File: src/rtl/trig_arbiter.sv
// Round-robin arbiter sharing one trig unit (1-cycle LUT) among N_REQ requesters.
// A grant is withheld when it would change trig_iscos under an op still reading the unit.
module trig_arbiter #(
   parameter int N_REQ = 4,
   parameter int ID_W  = 2
) (
   input  logic                clk,
   input  logic                rst,
   input  logic [N_REQ-1:0]    req_valid,
   output logic [N_REQ-1:0]    req_ready,
   input  logic [12*N_REQ-1:0] req_degree,
   input  logic [N_REQ-1:0]    req_iscos,
   output logic [11:0]         trig_degree,
   output logic                trig_iscos,
   input  logic [9:0]          trig_value,
   output logic                rsp_valid,
   output logic [ID_W-1:0]     rsp_id,
   output logic [9:0]          rsp_value,
   output logic                rsp_iscos
);

   logic [ID_W-1:0] ptr_q, ptr_d;
   logic            iss_vld_q, iss_vld_d;
   logic [11:0]     iss_deg_q, iss_deg_d;
   logic            iss_iscos_q, iss_iscos_d;
   logic [ID_W-1:0] iss_id_q, iss_id_d;
   logic            res_vld_q;
   logic [ID_W-1:0] res_id_q;
   logic            res_iscos_q;
   logic            rsp_vld_q;
   logic [ID_W-1:0] rsp_id_q;
   logic [9:0]      rsp_val_q;
   logic            rsp_iscos_q;

   logic            cand_found;
   logic [ID_W-1:0] cand_id;
   logic [11:0]     cand_deg;
   logic            grant;

   function automatic logic [ID_W-1:0] rr_idx(input logic [ID_W-1:0] base, input int off);
      int s;
      s = int'(base) + off;
      if (s >= N_REQ) s = s - N_REQ;
      return ID_W'(s);
   endfunction

   // Scan from the highest offset down so the closest valid requester to ptr wins.
   always_comb begin
      cand_found = 1'b0;
      cand_id    = '0;
      for (int off = N_REQ-1; off >= 0; off--) begin
         if (req_valid[rr_idx(ptr_q, off)]) begin
            cand_found = 1'b1;
            cand_id    = rr_idx(ptr_q, off);
         end
      end
   end

   assign cand_deg = req_degree[int'(cand_id)*12 +: 12];
   assign grant    = rst && cand_found &&
                     (!iss_vld_q || (req_iscos[cand_id] == iss_iscos_q));

   always_comb begin
      req_ready = '0;
      if (grant) req_ready[cand_id] = 1'b1;
   end

   // Degree and iscos hold while ISS is empty so the unit input never glitches.
   always_comb begin
      ptr_d       = ptr_q;
      iss_vld_d   = 1'b0;
      iss_deg_d   = iss_deg_q;
      iss_iscos_d = iss_iscos_q;
      iss_id_d    = iss_id_q;
      if (grant) begin
         ptr_d       = rr_idx(cand_id, 1);
         iss_vld_d   = 1'b1;
         iss_deg_d   = (cand_deg >= 12'd3600) ? cand_deg - 12'd3600 : cand_deg;
         iss_iscos_d = req_iscos[cand_id];
         iss_id_d    = cand_id;
      end
   end

   always_ff @(posedge clk or negedge rst) begin
      if (!rst) begin
         ptr_q       <= '0;
         iss_vld_q   <= 1'b0;
         iss_deg_q   <= '0;
         iss_iscos_q <= 1'b0;
         iss_id_q    <= '0;
         res_vld_q   <= 1'b0;
         res_id_q    <= '0;
         res_iscos_q <= 1'b0;
         rsp_vld_q   <= 1'b0;
         rsp_id_q    <= '0;
         rsp_val_q   <= '0;
         rsp_iscos_q <= 1'b0;
      end else begin
         ptr_q       <= ptr_d;
         iss_vld_q   <= iss_vld_d;
         iss_deg_q   <= iss_deg_d;
         iss_iscos_q <= iss_iscos_d;
         iss_id_q    <= iss_id_d;
         res_vld_q   <= iss_vld_q;
         res_id_q    <= iss_id_q;
         res_iscos_q <= iss_iscos_q;
         rsp_vld_q   <= res_vld_q;
         if (res_vld_q) begin
            rsp_id_q    <= res_id_q;
            rsp_val_q   <= trig_value;
            rsp_iscos_q <= res_iscos_q;
         end
      end
   end

   assign trig_degree = iss_deg_q;
   assign trig_iscos  = iss_iscos_q;
   assign rsp_valid   = rsp_vld_q;
   assign rsp_id      = rsp_id_q;
   assign rsp_value   = rsp_val_q;
   assign rsp_iscos   = rsp_iscos_q;

endmodule

File: config.mk
export PLATFORM = sky130hd
export DESIGN_NAME = trig_arbiter
export DESIGN_NICKNAME = d
export VERILOG_FILES = /design/src/rtl/trig_arbiter.sv
export SDC_FILE = /design/constraint.sdc
export NUM_CORES = 1
export LEC_CHECK = 0
export ABC_AREA = 1
export ABC_CLOCK_PERIOD_IN_PS = 6160
export CORE_MARGIN = 1
export CORE_UTILIZATION = 47
export DETAILED_ROUTE_END_ITERATION = 8
export GPL_TIMING_DRIVEN = 0
export PLACE_DENSITY = 0.92
export SKIP_CTS_REPAIR_TIMING = 1
export SYNTH_ARGS = -nofsm -noshare
export SYNTH_HDL_FRONTEND = slang
export SYNTH_SLANG_ARGS = --single-unit
export TNS_END_PERCENT = 5
File: constraint.sdc
create_clock -name clk -period 6.16 [get_ports clk]
set_input_delay 0.616 -clock clk [delete_from_list [all_inputs] [get_ports clk]]
set_output_delay 0.616 -clock clk [all_outputs]
set_load 0.02 [all_outputs]
# Word-level counts from Yosys, hierarchy flattened
# Index checks and enable logic that the tools add are counted.
dict set report word_totals {
  ff_bits 36
  input_bits 68
  output_inout_bits 31
  wordCells 70
}
dict set report classes {
  n_addsub 10
  multipliers 1
  order_cmp 12
  eq_ne 1
  n_shift 1
  mux 28
  n_reduce_logical 5
}
# op count
set op_table {}
lappend op_table {{$shiftx A48 B7 Y12} 1}
lappend op_table {{$mux W2} 9}
lappend op_table {{$lt A2 B3 Y1 const B} 5}
lappend op_table {{$ge A12 B12 Y1 const B} 1}
lappend op_table {{$ge A3 B3 Y1 const B} 4}
lappend op_table {{$mux W12} 1}
lappend op_table {{$sub A12 B12 Y12 const B} 1}
lappend op_table {{$mux W1} 11}
lappend op_table {{$bmux W1 S2} 5}
lappend op_table {{$sub A2 B1 Y2 const B} 5}
lappend op_table {{$add A2 B1 Y3 const B} 2}
lappend op_table {{$add A2 B2 Y3 const B} 2}
lappend op_table {{$mul A2 B2 Y4 const B} 1}
lappend op_table {{$mux W4} 1}
lappend op_table {{$ge A2 B3 Y1 const B} 1}
lappend op_table {{$logic_and A1 B1 Y1} 3}
lappend op_table {{$demux W1 S2} 1}
lappend op_table {{$ge A2 B1 Y1 const B} 1}
lappend op_table {{$eq A1 B1 Y1} 1}
lappend op_table {{$logic_not A1 Y1} 1}
lappend op_table {{$logic_or A1 B1 Y1} 1}

# Longest topological paths before layout
dict set report depth {
  ltp_word 15
  mapped_depth 24
  depth_no_buf 23
}

# Worst setup path after synthesis
# Ideal clock, no wire load.
dict set report synth_timing {
  path_kind {input to output}
  from {input port req_valid[1]}
  to {output port req_ready[0]}
  arrival_ps 2315
  required_time_ps 5544
  slack_ps 3229
  stages 18
  n_path_buf 2
  cell_sequence {inv_1 > nand2_1 > and2_4 > nand2_2 > nand2_4 > inv_4 > nand2_2 > nand2_4 > nand2_4 > buf_4 > nand2_1 > o211ai_2 > nand2_1 > nand2_1 > nand3_1 > nand2_1 > buf_2 > nor2_1}
}
dict set report synth_between {
  elab_chain_len 12
  word_cells_on_any_way 28
  cone_classes {order compare (2); eq/ne (1); mux (21); reduce/logical (4)}
}
# item line_no
set synth_rtl {}
lappend synth_rtl {{start: declaration} 9} ;# input logic [N_REQ-1:0] req_valid,
lappend synth_rtl {{branches (longest 11 deep; another with $lt A2 B3 Y1)} n/a}
lappend synth_rtl {{$mux W4 (*)} 65} ;# if (grant) req_ready[cand_id] = 1'b1;
lappend synth_rtl {{end: declaration} 10} ;# output logic [N_REQ-1:0] req_ready,
# Every way passes the cells marked *. The select of a mux whose other input is x is not followed.

# Worst setup path in the final report
dict set report layout_timing {
  from {input port req_valid[2]}
  to {output port req_ready[3]}
}
# Same word-level chain as after synthesis.

==> results.txt <==
Clk_skew: 5.62 ps
Total CTS buffers: 5
Multi-input gate area: 1350 um2
Final worst-path cycle share: 0.676
Routed via count: 2610
Vias in the first global route: 2492
DRC viols: 0
Clock buffer depth: 2
Most common cell after layout, fill and taps aside: nand2_1
FF/Latch Area: 901 um2
Yosys reg bits: 36
Worst EP arrival: 3550 ps
Setup total negative slack: 0 ps
FMAX: 240 MHz
RD Place Congestion: 0.862
Ports: 99
Clk Latency, worst-skew pair: 280 ps
Cells after Synth: 339
Final Core Density: 0.716
Register area share after synthesis: 0.360
Pwr dens: 698 nW/um2
Power Total: 2.55 mW
Reg clk slew, reported paths: 70 ps
Slew headroom: 0.465
Ys Warns: 0
Sink Count: 36
Yosys top cell by area: dfrtp_1
Port Buffers: 98
Final Max Tran Viols: 0
Initial antenna violation count: 0
Status: finished, final reports clean
CP Launch Type: input port
DP HPWL: 5.34 mm
Root Buffer: clkbuf_8
First-pass GRT wire length: 10.6 mm
Most frequent cells in the layout: nand2_1 (120), clkdlybuf4s50_1 (97), nand3_1 (55)
Tmin final: 4160 ps
Peak VDD IR: 0.000470 V
Pre-antenna DRT Iters: 5
Total die area: 5630 um2
Synth cell types: 29
RSZ-0062 raised after global routing: no
Hold Fails Final Rpt: 0
Worst hold slack: 396 ps
Placed insts: 507
Starting density of the core: 0.490
Antenna Violating Nets Remaining: 0
Die Width: 75.0 um
CP endpoint kind: output port
Final number of setup-violating endpoints: 0
Mapped Area: 2500 um2
Routed length per instance: 12.9 um
Total routed wirelength: 6.63 mm
Net Count, Synth: 412
Max-Cap Viols: 0
Critical Path RT: 5540 ps
CORE AREA: 5110 um2
Gr ovfl total: 0
Initial drt markers: 133
Mean Syn Cell Area: 7.39 um2
H-Tree Depth: 2
Critical path class: input port to output port
Die height: 75.0 um
Worst hold path class: flip-flop to flip-flop
Top cell type's share of synthesized area: 0.360
# fillers: 416
Avg Vias per Cell: 5.07
CTS tree: built
CP max FO: 10
Pleak: 1.81 nW
Final Non-Filler Cells: 515
Nets@finish: 517
P&R area growth vs syn: 46.1%
Row cnt: 26
Antenna diodes: 0
Total GRT Usage: 0.250
Worst-margin pin slew: 802 ps
Largest net degree at the start of global routing: 38
Layout cells sized above 1: 0.144
Top cells by area, synth: dfrtp_1 (36%), nand2_1 (18%), nand3_1 (11%)
metal layers:
layer	vias up	GRT usage	part of all wire
met1	1180	0.279	0.40
li1	1289	-	-
met4	0	0.111	0.023
met2	126	0.456	0.49
met3	15	0.0509	0.086
met5	-	0	0
critical path, stage by stage:
cell and delay [ps]:
clkdlybuf4s50_1 480, nand2_1 60, nand2_1 110, nand2_1 80, nand2_2 80, inv_2 40
nand2_1 80, nand2_1 90, nand2_4 110, nand2_4 60, buf_6 140, nand2_1 70
nand3_1 120, nand2_1 140, nand2_1 60, nand3_1 60, nand2_1 120, buf_2 220
nor2_1 180, clkdlybuf4s50_1 630
power breakdown:
part           switching, mW  total, mW  internal, mW
clock network         0.0793      0.170        0.0912
logic                   1.17       1.95         0.778
registers             0.0710      0.432         0.361
worst paths after layout:
kind	from	endpoint	slack (ps)	cells after the start
hold reg to reg	iss_id_q[0]	res_id_q[0]	400	0
min in group asynchronous	rst	rsp_value[0]	420	1
setup reg to reg	ptr_q[0]	trig_degree[4]	3270	22
hold / removal	iss_id_q[0]	res_id_q[0]	400	0
max in group asynchronous	rst	trig_degree[0]	5240	1
setup / recovery	req_valid[2]	req_ready[3]	2000	20
sequential cells by signal (all words and copies together) (netlist names):
name / flops
iss_vld_q: 1
rsp_value: 10
rsp_valid: 1
rsp_iscos: 1
ptr_q: 2
res_iscos_q: 1
iss_id_q: 2
rsp_id: 2
trig_iscos: 1
trig_degree: 12
res_vld_q: 1
res_id_q: 2
final cells by class:
type / instances / share of cell area
buffer: 13 / 0.0270
tap: 70 / 0.0239
timing repair buffer: 98 / 0.267
clock buffer: 8 / 0.0246
sequential: 36 / 0.246
multi-input combinational: 248 / 0.368
inverter: 42 / 0.0438
cell families (layout without fill, tap and decap cells):
logic type,after synthesis,count (layout),synth area share
adder cells (fa/ha/maj),5,5,0.0250
AND/OR/NAND/NOR,215,215,0.413
flip-flops,36,36,0.360
multiplexers,13,13,0.0584
buffers and inverters,55,161,0.103
AO/OA/AOI/OAI,15,15,0.0410
synthesized netlist by cell type:
library cell and n:
ha_1 5, nand2_4 6, and2_1 1, nand3_2 4
inv_4 1, a21oi_4 1, buf_8 1, nor2_2 4
o21ai_0 7, mux2_2 13, nand3b_1 7, buf_2 4
o211ai_2 1, inv_1 38, nand3_4 1, inv_2 3
nand2_1 120, buf_1 1, nand3_1 55, o21ai_1 3
o21a_1 2, nand2_2 9, o31a_1 1, buf_4 5
buf_6 2, nor2_1 6, nor2_4 1, and2_4 1
dfrtp_1 36
per-stage QoR:
step | worst slack, ps | area [um2]
finish | 2000 | 3660
CTS | 2030 | 3660
detailed placement | 2060 | 3570
global placement | 1910 | 3570
global route | 1790 | 3660
floorplan | 3230 | 2500
(Power assumes the default switching activity.)
